[src/rtl/if_fetch_stage.sv]
// Instruction-fetch stage: drives a wait-state capable imem handshake and a registered IF/ID slot
// with stall, flush and jump/branch redirect. Define IF_PERF_EN to add fetch/redirect counters.
module if_fetch_stage #(
    parameter int                     PC_WIDTH    = 10,
    parameter int                     INSTR_WIDTH = 32,
    parameter logic [PC_WIDTH-1:0]    RESET_PC    = '0,
    parameter logic [PC_WIDTH-1:0]    PC_STEP     = PC_WIDTH'(4),
    parameter logic [INSTR_WIDTH-1:0] NOP_INSTR   = '0
) (
    input  logic                   clk,
    input  logic                   reset,
    input  logic                   stall,
    input  logic                   flush,
    input  logic                   branch_taken,
    input  logic [PC_WIDTH-1:0]    branch_address,
    input  logic                   jump,
    input  logic [PC_WIDTH-1:0]    jump_address,
    output logic                   imem_req,
    output logic [PC_WIDTH-1:0]    imem_addr,
    input  logic                   imem_ready,
    input  logic [INSTR_WIDTH-1:0] imem_rdata,
    output logic                   if_valid,
    output logic [PC_WIDTH-1:0]    if_pc,
    output logic [PC_WIDTH-1:0]    if_pc_plus4,
    output logic [INSTR_WIDTH-1:0] if_instr
`ifdef IF_PERF_EN
    ,
    output logic [31:0]            perf_fetch_cnt,
    output logic [31:0]            perf_redirect_cnt
`endif
);

    localparam logic ST_FETCH = 1'b0;
    localparam logic ST_HOLD  = 1'b1;

    logic                   state_q, state_d;
    logic [PC_WIDTH-1:0]    pc_q, pc_d;
    logic [INSTR_WIDTH-1:0] hold_q, hold_d;
    logic                   valid_d;
    logic [PC_WIDTH-1:0]    slot_pc_d, slot_pc4_d;
    logic [INSTR_WIDTH-1:0] slot_instr_d;
    logic                   redirect;
    logic [PC_WIDTH-1:0]    target;
    logic [PC_WIDTH-1:0]    pc_seq;
    logic                   load_slot;
    logic [INSTR_WIDTH-1:0] load_word;

    assign redirect  = jump | branch_taken;
    assign target    = jump ? jump_address : branch_address;
    assign pc_seq    = pc_q + PC_STEP;
    assign imem_req  = (state_q == ST_FETCH);
    assign imem_addr = pc_q;

    // A redirect beats everything else, including stall; flush only kills the slot contents.
    always_comb begin
        state_d      = state_q;
        pc_d         = pc_q;
        hold_d       = hold_q;
        valid_d      = if_valid;
        slot_pc_d    = if_pc;
        slot_pc4_d   = if_pc_plus4;
        slot_instr_d = if_instr;
        load_slot    = 1'b0;
        load_word    = imem_rdata;

        if (redirect) begin
            pc_d         = target;
            state_d      = ST_FETCH;
            valid_d      = 1'b0;
            slot_instr_d = NOP_INSTR;
        end else begin
            case (state_q)
                ST_FETCH: begin
                    if (imem_ready) begin
                        if (stall) begin
                            hold_d  = imem_rdata;
                            state_d = ST_HOLD;
                        end else begin
                            load_slot = 1'b1;
                        end
                    end else if (!stall) begin
                        valid_d      = 1'b0;
                        slot_instr_d = NOP_INSTR;
                    end
                end
                ST_HOLD: begin
                    if (!stall) begin
                        load_slot = 1'b1;
                        load_word = hold_q;
                        state_d   = ST_FETCH;
                    end
                end
                default: state_d = ST_FETCH;
            endcase

            if (load_slot) begin
                pc_d         = pc_seq;
                valid_d      = 1'b1;
                slot_pc_d    = pc_q;
                slot_pc4_d   = pc_seq;
                slot_instr_d = load_word;
            end

            if (flush) begin
                valid_d      = 1'b0;
                slot_instr_d = NOP_INSTR;
            end
        end
    end

    always_ff @(posedge clk or posedge reset) begin
        if (reset) begin
            state_q     <= ST_FETCH;
            pc_q        <= RESET_PC;
            hold_q      <= NOP_INSTR;
            if_valid    <= 1'b0;
            if_pc       <= '0;
            if_pc_plus4 <= '0;
            if_instr    <= NOP_INSTR;
        end else begin
            state_q     <= state_d;
            pc_q        <= pc_d;
            hold_q      <= hold_d;
            if_valid    <= valid_d;
            if_pc       <= slot_pc_d;
            if_pc_plus4 <= slot_pc4_d;
            if_instr    <= slot_instr_d;
        end
    end

`ifdef IF_PERF_EN
    // Only slot writes that survive a same-cycle flush count as fetched instructions.
    always_ff @(posedge clk or posedge reset) begin
        if (reset) begin
            perf_fetch_cnt    <= '0;
            perf_redirect_cnt <= '0;
        end else begin
            if (load_slot && !flush) begin
                perf_fetch_cnt <= perf_fetch_cnt + 32'd1;
            end
            if (redirect) begin
                perf_redirect_cnt <= perf_redirect_cnt + 32'd1;
            end
        end
    end
`endif

endmodule
[config.mk]
export PLATFORM = sky130hd
export DESIGN_NAME = if_fetch_stage
export DESIGN_NICKNAME = d
export VERILOG_FILES = /design/src/rtl/if_fetch_stage.sv
export SDC_FILE = /design/constraint.sdc
export NUM_CORES = 1
export LEC_CHECK = 0
export ABC_AREA = 0
export BUFFER_PORTS_ARGS = -buffer_cell sky130_fd_sc_hd__buf_2
export CAP_MARGIN = 20
export CORE_ASPECT_RATIO = 0.8
export CORE_UTILIZATION = 45
export DETAILED_ROUTE_END_ITERATION = 6
export PLACE_DENSITY = 0.71
export REMOVE_ABC_BUFFERS = 1
export SYNTH_ARGS = -nofsm -noshare
export SYNTH_HDL_FRONTEND = slang
export SYNTH_SLANG_ARGS = --single-unit
[constraint.sdc]
create_clock -name clk -period 2.8 [get_ports clk]
set_input_delay 0.14 -clock clk [delete_from_list [all_inputs] [get_ports clk]]
set_output_delay 0.14 -clock clk [all_outputs]
set_load 0.1 [all_outputs]
==> results of run 1 <==
[critical path: cells and delay by family, from the launching register on]
kind / cells / cell delay [ns]
DFF: 1 / 0.48
AOI/OAI and AO/OA: 1 / 0.34
adders and majority gates: 1 / 0.25
and+or+nand+nor: 3 / 0.55
[routing by layer]
metal / global-route usage / vias up / routed length [um]
met4: 0.0485 / 0 / 70
met1: 0.244 / 1397 / 3910
met3: 0.0640 / 8 / 603
met5: 0 / - / 0
li1: - / 1435 / -
met2: 0.305 / 94 / 3930
[registers in the layout, indices dropped and copies added, names as in the netlist]
register / count
state_q: 1
if_valid: 1
if_pc: 10
if_pc_plus4: 8
if_instr: 32
imem_addr: 10
hold_q: 32
[synthesized netlist by cell type (4+ instances only)]
cell type,count
dfrtp_1,94
nand2_1,50
mux2_2,42
o21ai_0,37
mux2i_1,35
o21ai_1,9
buf_2,8
buf_6,7
xor2_1,7
buf_4,5
clkbuf_1,4
nand3_1,4
[worst paths after layout]
check	end	slack (ns)	cells after the start
worst max register to register	imem_addr[8]$_DFFE_PP0P_	1.08	5
min in group asynchronous	if_pc_plus4[7]$_DFFE_PP0P_	0.47	3
worst min register to register	if_valid$_DFFE_PP0P_	0.47	2
worst min-delay path	imem_addr[6]$_DFFE_PP0P_	0.02	3
worst max-delay path	imem_addr[8]$_DFFE_PP0P_	1.08	5
max in group asynchronous	if_pc[2]$_DFFE_PP0P_	1.53	4
[final cells by class]
class	count	area, um2	share of cell area
Tap cell	115	144	0.0282
Clock buffer	10	239	0.0468
Timing Repair Buffer	129	666	0.130
Clock inverter	6	51.3	0.0101
Sequential cell	94	2350	0.461
Inverter	3	13.8	0.00270
Multi-Input combinational cell	224	1640	0.321
[cells in the final DEF, fill, tap and decap left out, types with 2 or more instances in the layout]
cell type / instances
xor2_1: 7
clkinvlp_4: 3
dfrtp_1: 94
nand3_1: 4
a21oi_1: 3
mux2i_1: 35
o21ai_0: 37
inv_1: 2
nor3_1: 2
a22oi_1: 3
buf_4: 6
nor2_1: 3
o21a_1: 2
inv_6: 2
nand2b_1: 2
clkbuf_16: 9
xnor2_1: 3
o21ai_1: 9
o31ai_1: 2
buf_2: 122
o22ai_1: 2
nand2_1: 50
mux2_2: 42
[logic make-up after synthesis]
group	after synthesis	share of synthesized area
DFF	94	0.564
muxes	78	0.200
and+or+nand+nor	71	0.0801
AOI/OAI and AO/OA	64	0.0876
buffers and inverters	27	0.0438
xor gates and xnor gates	10	0.0210
adders and majority gates	1	0.00300
[power breakdown]
group | switching (mW) | internal, mW | leakage [nW]
Combinational | 0.919 | 0.271 | 1.34
Clock | 0.529 | 0.638 | 0.134
Sequential | 0.114 | 1.55 | 1.20
[repair_timing]
action / CTS / global route
hold endpoints to repair: 56 / 0
resized for setup: 0 / 0
hold buffers: 1 / 0
==> flow_summary.toml, run 1 <==
[run_status]
outcome = "finished clean"

[routing]
drtPass1Iterations = 4
avgRoutedWirePerCell_um = 14.7
drc = 0
drt-total-wl_um = 8520
drtIter0Drc = 121
viasPerCell = 5.05
vias = 2934
antenna_left = 0

[floorplan]
rows = 31
die-width_um = 110
start_util = 0.461
die_area_um2 = 9660
io_pins = 123
die_height_um = 88.1
core_area_um2 = 9040

[worst_hold_path]
hp-class = "input pin to register"
min_from = "jump_address[6]"

[synthesis]
synth_enable_flop_cells = 0
yosys_register_bits = 94
syn_avg_cell_area_um2 = 12.1
ys_warn_count = 0
ys_seq_area_frac = 0.564
synth_flop_cell = "dfrtp_1"
async_flop_share = 1.00
synth_largest_area_cell = "dfrtp_1"
yosysUniqueCellTypes = 39
synth_cells = 345
syn_area_um2 = 4170
synth_top_area_share = 0.564
ys_top_cells_by_area = "dfrtp_1 (56%), mux2_2 (11%), mux2i_1 (8.4%)"

[sta]
slew_violations = 0
clock_skew_ns = 0.00842
layout_setup_ws_ns = 1.08
hold_viol = 0
setup_viol = 0
rsz0062_at_grt = "false"
period_share = 0.616
holdWs_ns = 0.0198
max_freq_mhz = 580
max_slew_margin = 0.536
period_needed_ns = 1.72
worst_pin_slew_ns = 0.696
tns_ns = 0

[cells_and_area]
syn_to_final_growth_pct = 22.4
nFillCells = 809
num_antenna_cells = 0
final_util = 0.565
layout.cells.non_filler = 581
nets = 521
drive_gt1_frac = 0.414
final_area_um2 = 5100

[global_route]
grt_max_degree = 59
antenna_found_initial = 0
grt_pass1_vias = 2781
grt-ovfl-total = 0
grt_usage = 0.189
grt_pass1_wl_um = 13800

[power]
powerDensity_nw_per_um2 = 788
power_mw = 4.02
vdd_ir_drop_max_v = 0.000631
leakage_nw = 2.68

[placement]
place_hpwl_um = 6060
place_area_um2 = 4800
gp_congestion = 0.773
dp_slack_ns = 0.971
dp_cells = 564
portBuffers = 122

[critical_path]
cp-end-kind = "register"
cp-startpoint = "imem_addr[2]$_DFFE_PP0P_"
slowest_delay_ns = 0.48
worstSetupStartpointType = "register"
arrival_ns = 1.95
path_cells = "ha_1 -> nand3_1 -> nor2_1 -> nor2_1 -> o32a_1"
path_class = "register to register"
crit_required_ns = 3.02
crit_slowest_cell = "dfrtp_1"
path_max_fanout = 7
crit_top_cell = "nor2_1"
reg2reg_from = "imem_addr[2]$_DFFE_PP0P_"

[clocking]
cts.sinks = 94
cts_root_buf = "clkbuf_16"
cts_buffers = 9
cts_setup_buffers = 0
insertion_delay_ns = 0.34
clk_pin_slew_ns = 0.07
cts_tree = "built"
h-tree-depth = 3
clk_path_buf_depth = 2

[run]
drv_cap = 0
(Power assumes the default switching activity.)
==> run 2, diff against run 1 <==
==> constraint.sdc (replaced) <==
create_clock -name clk -period 1.7 [get_ports clk]
set_input_delay 0.085 -clock clk [delete_from_list [all_inputs] [get_ports clk]]
set_output_delay 0.085 -clock clk [all_outputs]
set_load 0.1 [all_outputs]
==> run 2 against run 1 <==
  * Total power rose by 68%
  * Register-to-register slack lost 0.95 ns
  * Combinational power up 73%
  * Via count rose by 6.8%
  * Global-route usage grew 1.4 points
  * Largest cell class unchanged
  * Highest routed layer unchanged
==> flow_summary.toml, run 2 (synthesis gave the netlist of run 1 again) <==
[run_status]
outcome = "finished clean"

[cells_and_area]
reg.largest.list = "hold_q: 32 flops, if_instr: 32 flops"
regArea_um2 = 2350
nFillCells = 739
multiInputGateArea_um2 = 1640
final_common_cell = "buf_2"
syn_to_final_growth_pct = 32.4
drive_gt1_frac = 0.398
num_antenna_cells = 0
final_cell_mix = "buf_2 (122), dfrtp_1 (94), nand2_1 (50)"
nets = 559
final_area_um2 = 5520

[clocking]
clk_pin_slew_ns = 0.06
clk_path_buf_depth = 2
cts_root_buf = "clkbuf_16"
h-tree-depth = 3
cts_buffers = 9
cts.sinks = 94
insertion_delay_ns = 0.34
cts_tree = "built"

[sta]
slew_violations = 0
worst_pin_slew_ns = 0.507
setup_viol = 0
max_slew_margin = 0.664
period_needed_ns = 1.57
period_share = 0.924
max_freq_mhz = 637
layout_setup_ws_ns = 0.130
hold_viol = 0
clock_skew_ns = 0.00886
holdWs_ns = 0.0107

[critical_path]
cp_num_buf_inv = 0
crit_slowest_cell = "dfrtp_1"
path_max_fanout = 6
slowest_delay_ns = 0.44
rr_endpoint = "imem_addr[8]$_DFFE_PP0P_"
cp-end-kind = "register"
cp-startpoint = "imem_addr[3]$_DFFE_PP0P_"
crit_required_ns = 1.92
rr_worst_depth = 5
path_class = "register to register"
path_cells = "ha_2 -> nand3_1 -> nor2_2 -> nor2_1 -> o32a_1"
critPathTopFamily = "simple AND/OR/NAND/NOR gates"
worstSetupStartpointType = "register"
arrival_ns = 1.79
reg2reg_from = "imem_addr[3]$_DFFE_PP0P_"
rrSetupSlack_ns = 0.13

[floorplan]
die_area_um2 = 9660
rows = 31
die-width_um = 110
io_pins = 123
core_area_um2 = 9040
die_height_um = 88.1
start_util = 0.461

[routing]
viasPerCell = 5.07
avgRoutedWirePerCell_um = 14.8
drtIter0Drc = 114
drc = 0
antenna_left = 0
drt-total-wl_um = 9130
vias = 3134
drtPass1Iterations = 4

[placement]
portBuffers = 122
place_hpwl_um = 5980
dp_slack_ns = 0.113
gp_congestion = 0.801
place_area_um2 = 4910

[worst_hold_path]
min_from = "imem_rdata[20]"
holdPathEnd = "hold_q[20]$_DFFE_PP0P_"
min_path_cells = 2
hp-class = "input pin to register"

[power]
powerDensity_nw_per_um2 = 1230
vdd_ir_drop_max_v = 0.00120
power_mw = 6.77
leakage_nw = 2.85

[global_route]
grt_pass1_vias = 3120
grt-ovfl-total = 0
grt_pass1_wl_um = 14600
antenna_found_initial = 0
grt_usage = 0.202
grt_max_degree = 53

[run]
drv_cap = 0
-- run 2: changes by cell type in the layout (fill, tap and decap cells not counted) --
cell	change
buf_12	+4
buf_4	+4
bufinv_16	+1
clkbuf_1	+2
clkinvlp_4	-1
dlygate4sd3_1	+30
ha_1	-1
ha_2	+1
inv_6	-2
inv_8	-1
nor2_1	-1
nor2_2	+1
-- run 2: stage by stage --
stage / util / TNS [ns] / cells
floorplan: - / -95.11 / 321
global placement: 0.544 / 0 / 572
detailed placement: 0.544 / 0 / 572
CTS: 0.610 / 0 / 618
global route: 0.611 / -0.0234 / 618
finish: 0.611 / 0 / 618
-- run 2: metal layers --
metal | vias to the layer above | GRT usage | routed length (um) | part of all wire
met3 | 13 | 0.0610 | 570 | 0.062
li1 | 1502 | - | - | -
met4 | 0 | 0.0691 | 127 | 0.014
met1 | 1513 | 0.250 | 4110 | 0.45
met5 | - | 0 | 0 | 0
met2 | 106 | 0.339 | 4320 | 0.47
-- run 2: area by class of cell --
| type | count | area share |
|---|---|---|
| tap | 115 | 0.0261 |
| timing repair buffer | 167 | 0.195 |
| multi-input combinational | 224 | 0.297 |
| clock buffer | 12 | 0.0447 |
| sequential | 94 | 0.426 |
| inverter | 3 | 0.00249 |
| clock inverter | 3 | 0.00816 |
-- run 2: worst max path at each step --
stage | end | slack [ns] | depth (start not counted)
floorplan | hold_q[0]$_DFFE_PP0P_ | -0.83 | 1
global placement | if_pc[3]$_DFFE_PP0P_ | 0.19 | 3
detailed placement | imem_addr[8]$_DFFE_PP0P_ | 0.11 | 5
CTS | imem_addr[8]$_DFFE_PP0P_ | 0.08 | 5
global route | imem_addr[8]$_DFFE_PP0P_ | -0.01 | 5
finish | imem_addr[8]$_DFFE_PP0P_ | 0.13 | 5
-- run 2: what timing repair did --
item / 4_1_cts / 5_1_grt
hold endpoints to repair: 50 / 0
setup endpoints to repair: 0 / 1
resized for setup: 0 / 2
setup buffers: 0 / 0
hold buffers: 31 / 0
-- run 2: power breakdown --
part           internal [mW]  leakage [nW]  switching (mW)  total [mW]
registers               2.56          1.20           0.187        2.74
logic                  0.517          1.52            1.54        2.06
clock network           1.17         0.135           0.799        1.97
